<file path="src/rtl/wide_arith_sequencer.sv">
// rtl/wide_arith_sequencer.sv - runs one 32-bit ADD/LSL/LSR/AND as two chained 16-bit ALU passes
module wide_arith_sequencer (
  input  logic        Clock,
  input  logic        Reset,
  input  logic        StartValid,
  output logic        StartReady,
  input  logic [1:0]  Op,
  input  logic [31:0] OpA,
  input  logic [31:0] OpB,
  output logic [15:0] AluA,
  output logic [15:0] AluB,
  output logic [4:0]  AluFunSel,
  output logic        AluWF,
  input  logic [15:0] AluOut,
  input  logic [3:0]  AluFlags,
  output logic [31:0] Result,
  output logic [3:0]  ResultFlags,
  output logic        ResultValid,
  input  logic        ResultReady
);

  typedef enum logic [2:0] {
    S_IDLE = 3'd0,
    S_P1   = 3'd1,
    S_P2   = 3'd2,
    S_FLAG = 3'd3,
    S_DONE = 3'd4
  } state_t;

  localparam logic [1:0] OP_ADD = 2'b00;
  localparam logic [1:0] OP_LSL = 2'b01;
  localparam logic [1:0] OP_LSR = 2'b10;
  localparam logic [1:0] OP_AND = 2'b11;

  localparam logic [4:0] FS_IDLE = 5'b10000;
  localparam logic [4:0] FS_ADD  = 5'b10100;
  localparam logic [4:0] FS_ADC  = 5'b10101;
  localparam logic [4:0] FS_AND  = 5'b10111;
  localparam logic [4:0] FS_LSL  = 5'b11011;
  localparam logic [4:0] FS_LSR  = 5'b11100;
  localparam logic [4:0] FS_CSL  = 5'b11110;
  localparam logic [4:0] FS_CSR  = 5'b11111;

  state_t      state_q, state_d;
  logic [1:0]  op_q, op_d;
  logic [31:0] opa_q, opa_d;
  logic [31:0] opb_q, opb_d;
  logic [31:0] result_q, result_d;
  logic [3:0]  rflags_q, rflags_d;
  logic        result_valid_q, result_valid_d;
  logic        start_ready_q, start_ready_d;

  logic        flag_z, flag_c, flag_n, flag_o;

  // 32-bit flags: Z and N come from the whole result, C/O from the high pass only where meaningful
  always_comb begin
    flag_z = (result_q == 32'd0);
    flag_n = result_q[31];
    flag_c = 1'b0;
    flag_o = 1'b0;
    case (op_q)
      OP_ADD: begin
        flag_c = AluFlags[2];
        flag_o = AluFlags[0];
      end
      OP_LSL, OP_LSR: flag_c = AluFlags[2];
      default: begin
        flag_c = 1'b0;
        flag_o = 1'b0;
      end
    endcase
  end

  // Next-state, request capture and result assembly
  always_comb begin
    state_d  = state_q;
    op_d     = op_q;
    opa_d    = opa_q;
    opb_d    = opb_q;
    result_d = result_q;
    rflags_d = rflags_q;
    case (state_q)
      S_IDLE: begin
        if (StartValid) begin
          op_d    = Op;
          opa_d   = OpA;
          opb_d   = OpB;
          state_d = S_P1;
        end
      end
      S_P1: begin
        // LSR works high word first so the carry moves down into the low word
        if (op_q == OP_LSR) result_d[31:16] = AluOut;
        else                result_d[15:0]  = AluOut;
        state_d = S_P2;
      end
      S_P2: begin
        if (op_q == OP_LSR) result_d[15:0]  = AluOut;
        else                result_d[31:16] = AluOut;
        state_d = S_FLAG;
      end
      S_FLAG: begin
        rflags_d = {flag_z, flag_c, flag_n, flag_o};
        state_d  = S_DONE;
      end
      S_DONE: begin
        if (ResultReady) state_d = S_IDLE;
      end
      default: state_d = S_IDLE;
    endcase
    result_valid_d = (state_d == S_DONE);
    start_ready_d  = (state_d == S_IDLE);
  end

  // State and registered handshake outputs
  always_ff @(posedge Clock) begin
    if (Reset) begin
      state_q        <= S_IDLE;
      op_q           <= 2'b00;
      opa_q          <= 32'd0;
      opb_q          <= 32'd0;
      result_q       <= 32'd0;
      rflags_q       <= 4'd0;
      result_valid_q <= 1'b0;
      start_ready_q  <= 1'b1;
    end else begin
      state_q        <= state_d;
      op_q           <= op_d;
      opa_q          <= opa_d;
      opb_q          <= opb_d;
      result_q       <= result_d;
      rflags_q       <= rflags_d;
      result_valid_q <= result_valid_d;
      start_ready_q  <= start_ready_d;
    end
  end

  // ALU drive: operand words and function per pass; flags are written only in P1/P2
  always_comb begin
    AluA      = 16'd0;
    AluB      = 16'd0;
    AluFunSel = FS_IDLE;
    AluWF     = 1'b0;
    case (state_q)
      S_P1: begin
        AluWF = 1'b1;
        case (op_q)
          OP_ADD: begin AluA = opa_q[15:0];  AluB = opb_q[15:0]; AluFunSel = FS_ADD; end
          OP_LSL: begin AluA = opa_q[15:0];  AluFunSel = FS_LSL; end
          OP_LSR: begin AluA = opa_q[31:16]; AluFunSel = FS_LSR; end
          default: begin AluA = opa_q[15:0]; AluB = opb_q[15:0]; AluFunSel = FS_AND; end
        endcase
      end
      S_P2: begin
        AluWF = 1'b1;
        case (op_q)
          OP_ADD: begin AluA = opa_q[31:16]; AluB = opb_q[31:16]; AluFunSel = FS_ADC; end
          OP_LSL: begin AluA = opa_q[31:16]; AluFunSel = FS_CSL; end
          OP_LSR: begin AluA = opa_q[15:0];  AluFunSel = FS_CSR; end
          default: begin AluA = opa_q[31:16]; AluB = opb_q[31:16]; AluFunSel = FS_AND; end
        endcase
      end
      default: begin
        AluA      = 16'd0;
        AluB      = 16'd0;
        AluFunSel = FS_IDLE;
        AluWF     = 1'b0;
      end
    endcase
  end

  assign StartReady  = start_ready_q;
  assign Result      = result_q;
  assign ResultFlags = rflags_q;
  assign ResultValid = result_valid_q;

endmodule

</file>
<file path="config.mk">
export PLATFORM = sky130hd
export DESIGN_NAME = wide_arith_sequencer
export DESIGN_NICKNAME = d
export VERILOG_FILES = /design/src/rtl/wide_arith_sequencer.sv
export SDC_FILE = /design/constraint.sdc
export NUM_CORES = 1
export LEC_CHECK = 0
export ABC_AREA = 0
export ABC_CLOCK_PERIOD_IN_PS = 6300
export CORE_MARGIN = 10
export CORE_UTILIZATION = 25
export CTS_BUF_LIST = sky130_fd_sc_hd__clkbuf_2
export CTS_CLUSTER_SIZE = 16
export DETAILED_ROUTE_END_ITERATION = 10
export SETUP_SLACK_MARGIN = 0.3
export SLEW_MARGIN = 20
export SYNTH_ARGS = -nofsm -noshare
export SYNTH_HDL_FRONTEND = slang
export SYNTH_SLANG_ARGS = --single-unit
</file>
<file path="constraint.sdc">
create_clock -name Clock -period 6.3 [get_ports Clock]
set_input_delay 1.26 -clock Clock [delete_from_list [all_inputs] [get_ports Clock]]
set_output_delay 1.26 -clock Clock [all_outputs]
set_load 0.005 [all_outputs]
</file>
# Word level (Yosys, flattened, before mapping)
# Index checks and enable logic that the tools add are counted.
# totals
regBits,107
in_bits,90
wordCells,49
# classes
eq_ne,11
mux,18
reduce_logical,11
# ops
operator,count
16-bit two-way mux,6
16-bit case mux with 2 select lines,2
32-bit case mux with 2 select lines,1
32-bit zero test,1
4-bit case mux with 3 select lines,2
3-bit case mux with 5 select lines,1
5-bit case mux with 2 select lines,1
2-bit != test (second input constant),4
3-bit by 2-bit equality test with 1-bit output (second input constant),2
3-bit equality test (second input constant),2
3-bit zero test,2
3-bit two-way mux,2
3-bit AND reduction,2
2-bit OR reduction,2
3-bit by 1-bit equality test with 1-bit output (second input constant),1
1-bit two-way mux,3
3-bit OR reduction,1
2-bit by 1-bit equality test with 1-bit output (second input constant),1
2-bit equality test (second input constant),1
2-bit zero test,1
2-bit AND reduction,1
2-bit nonzero test,1

# Depth between registers and ports, before layout
# depth
depth_word,4
ltp_mapped,7
mapped_depth_nobuf,5

# Worst setup path after synthesis
# Ideal clock, no wire load.
# synth_path
kind,flip-flop to output port
start,reg op_q[0]
end,out AluA[0]
t_arrival_ns,1.739
required_ns,5.040
path_slack_ns,3.301
stages_incl_launch_ff,8
n_path_buf,2
cell_sequence,dfxtp_1 -> inv_1 -> ha_1 -> or4b_1 -> buf_2 -> nand2_4 -> buf_6 -> a22o_1
# synth_between
elab_chain_cells,3
word_cells_on_any_way,4
# synth_rtl
item,line,rtl
from (decl),45,"logic [1:0] op_q, op_d;"
from (signal assigned),128,op_q <= op_d;
2-bit equality test *,"147, 156",
"16-bit two-way mux, on equally long branches","156, 147",
16-bit case mux with 2 select lines *,144,case (state_q)
to (decl),10,"output logic [15:0] AluA,"
# Mark *: on every way between the ends. The rest lies on a longest branch, timed or not.

# Final worst setup path
# layout_path
start,reg op_q[0]
end,out AluA[1]
# The elaborated chain is that of the path after synthesis.

==> flow_metrics.env <==
export IMPL_worst_path_largest_cell_delay_ps=760
export IMPL_mostFrequentLayoutCell="clkdlybuf4s50_1"
export IMPL_cts_root_buf="clkbuf_2"
export IMPL_route_detailed_wl_per_inst_um=17.2
export IMPL_worst_hold_startpoint="opa_q[18]"
export IMPL_cp_slowest_cell="nand4bb_1"
export IMPL_gp_routability_congestion=0.808
export IMPL_netlist_top_cell_by_area="dfxtp_1"
export IMPL_area_growth_syn_to_layout_pct=37.8
export IMPL_rows=49
export IMPL_worstPathMaxFanout=17
export IMPL_async_flop_share_pct=0
export IMPL_layout_min_cycle_time_ps=4840
export IMPL_finalSetupTns_ps=0
export IMPL_internal_power_uw=998
export IMPL_chipHeight_um=156
export IMPL_fmaxAchievable_ghz=0.207
export IMPL_cts_htree_levels=3
export IMPL_worst_case_vdd_ir_drop_mv=0.0962
export IMPL_dr_total_vias=4350
export IMPL_critical_path_reg2reg_endpoint="Result[17]"
export IMPL_power_switching_fraction_pct=32.3
export IMPL_crit_path_end_kind="primary output"
export IMPL_clock_tree_buffer_depth=2
export IMPL_top_level_ports=166
export IMPL_power_share_sequential_pct=52.6
export IMPL_synth_top_flop_cell="dfxtp_1"
export IMPL_critPathRequiredTime_ps=5040
export IMPL_number_of_synthesized_flops_with_an_enable_pin=0
export IMPL_detailedRoute_firstIterationViolations=240
export IMPL_synthTopCellsByArea="dfxtp_1 46%, a21oi_1 11%, nand2_1 11%, o21ai_0 3.9%, nand3_1 3.6%"
export IMPL_number_of_antenna_violations_at_the_first_check_in_global_routing=0
export IMPL_cts_tree="yes"
export IMPL_share_comb_of_total_power_pct=23.3
export IMPL_skew_final_ps=30.5
export IMPL_hold_path_class="flip-flop to flip-flop"
export IMPL_cpLargestDelayFamily="simple AND/OR/NAND/NOR gates"
export IMPL_initial_utilization_pct=25.6
export IMPL_final_antenna_net_count=0
export IMPL_netlist_area_before_placement_um2=4610
export IMPL_power_total_uw=1470
export IMPL_synth_warnings=0
export IMPL_synthCells=563
export IMPL_layout_nets=786
export IMPL_post_cts_resize_count=0
export IMPL_drcViolationCount=0
export IMPL_status="finished, final reports clean"
export IMPL_insertion_delay_ps=650
export IMPL_grt_start_max_net_pins=68
export IMPL_ys_ff_latch=107
export IMPL_ys_types=40
export IMPL_final_hold_viol_count=0
export IMPL_detailed_place_hpwl_mm=11.0
export IMPL_final_layout_size_suffix_gt1_share_pct=4.74
export IMPL_number_of_global_route_vias_before_repair=4297
export IMPL_synthDominantCellAreaShare_pct=46.5
export IMPL_criticalPathCategory="flip-flop to primary output"
export IMPL_cts_repair_timing_setup_buffer_count=0
export IMPL_worst_endpoint_arrival_ps=3580
export IMPL_fin_util_pct=35.2
export IMPL_critical_path_cell_chain="inv_1, ha_1, nand4bb_1, nand2_4, a22o_1, clkdlybuf4s50_1"
export IMPL_worst_slew_pin_transition_ps=956
export IMPL_grtUsageTotal_pct=12.7
export IMPL_min_delay_worst_endpoint="opa_q[18]"
export IMPL_drt_wl_total_mm=15.9
export IMPL_global_route_overflow=0
export IMPL_worst_setup_path_start_kind="flip-flop"
export IMPL_avgSynthCellArea_um2=8.19
export IMPL_cts_made_buffers=9
export IMPL_final_min_period_over_clock_period_pct=76.9
export IMPL_max_cap_viols=0
export IMPL_syn_nets=658
export IMPL_layout_common_cells="161 x clkdlybuf4s50_1, 137 x nand2_1, 107 x dfxtp_1, 104 x a21oi_1, 36 x o21ai_0"
export IMPL_dieArea_um2=24300
export IMPL_ys_seq_area_share_pct=46.5
export IMPL_grt_setup_unrepaired="false"
export IMPL_dr_pass1_iters=4
export IMPL_clock_sink_count=107
export IMPL_timing_hold_worst_path_depth=2
export IMPL_io_buffers=162
export IMPL_setup_viol_count_final=0
export IMPL_finalMaxSlewViolations=0
export IMPL_r2r_cell_count=5
export IMPL_ff2ff_setup_slack_ps=4100
export IMPL_die_w_um=156
export IMPL_timing_critical_path_buf_inv=2
export IMPL_clock_power_share_pct=24.1
export IMPL_first_pass_grt_wire_length_mm=24.6
export IMPL_vias_per_cell=4.70
export IMPL_power_density_nw_per_um2=232
export IMPL_power_switching_uw=476
export IMPL_worstReg2RegStart="op_q[0]"
export IMPL_timing_max_slew_rel_slack_pct=36.2
export IMPL_total_leakage_power_uw=0.00219
export IMPL_number_of_hold_buffers_added_after_cts=0
export IMPL_clkTransAtPathRegs_ps=300
export IMPL_coreArea_um2=18000
export IMPL_n_antenna_cell=0
## cell type report
type                       count  area [um^2]
fill                        1944        11700
sequential                   107         2140
multi-input combinational    403         2130
timing repair buffer         166         1650
tap                          229          287
clock inverter                 7         80.1
clock buffer                   9         45.0
inverter                       4         15.0
## power by group through the flow
stage	Sequential, uW	Combinational [uW]	Clock [uW]
floorplan	774	203	0
global placement	786	349	0
detailed placement	787	350	0
CTS	775	352	378
global route	784	381	400
finish	775	344	356
## synth_stat cells (2+ instances only)
master,instances
nand3_1,33
a22oi_1,16
nand4_1,2
a21oi_1,104
nand2_1,137
buf_2,8
ha_1,5
inv_1,3
nand3b_1,3
buf_1,2
buf_6,12
dfxtp_1,107
buf_4,5
nor2_1,19
nor4_1,7
o21ai_0,36
clkbuf_1,19
nor3_1,3
a22o_1,16
or4b_1,3
clkbuf_2,2
nor4b_4,3
## sequential cells by signal, summed over array words and instances (netlist names)
signal and count:
Result 32, ResultFlags 4, ResultValid 1, StartReady 1
op_q 2, opa_q 32, opb_q 32, state_q 3
## how the worst max path moves through the flow
stage / start / end / slack (ps) / cells after the start
6_report: op_q[0] / AluA[1] / 1460 / 6
2_1_floorplan: op_q[0] / AluA[0] / 3300 / 7
3_5_place_dp: op_q[0] / AluA[14] / 2190 / 6
4_1_cts: op_q[0] / AluA[14] / 1380 / 6
3_3_place_gp: op_q[0] / AluA[1] / 2170 / 6
5_1_grt: op_q[0] / AluA[0] / 1210 / 6
## metrics by stage
step / cell area, um^2 / std cells / hold slack [ps] / worst slack, ps
after floorplan: 4610 / 563 / 436 / 3300
after global placement: 6230 / 909 / 441 / 2170
after global routing: 6350 / 925 / 483 / 1210
after CTS: 6350 / 925 / 473 / 1380
after detailed placement: 6230 / 909 / 445 / 2190
final: 6350 / 925 / 473 / 1460
## logic make-up (layout without fill, tap and decap cells)
kind of cell | after synthesis | in the layout | share of synthesized area [%]
fa+ha+maj | 5 | 5 | 1.36
compound gates | 175 | 175 | 21.3
flops | 107 | 107 | 46.5
simple gates | 222 | 222 | 23.6
buf+inv | 53 | 186 | 7.20
other cells | 1 | 1 | 0.0814
## layer usage
metal  GRT usage [%]  up-vias  share of wire (%)
li1                -     2198                  -
met1            16.6     2007                 46
met2            18.9      132                 45
met3            4.60       13                7.4
met4            4.06        0                1.3
met5               0        -                  0
## worst register-to-register path, delay by kind of cell, from the launching register on
| kind | cells | cell delay (ps) |
|---|---|---|
| AND/OR/NAND/NOR | 2 | 1110 |
| flip-flops | 1 | 480 |
| adder cells (fa/ha/maj) | 1 | 340 |
| AO/OA/AOI/OAI | 1 | 100 |
| buffers and inverters | 1 | 80 |
No activity file was read; power rests on OpenSTA's default activity.
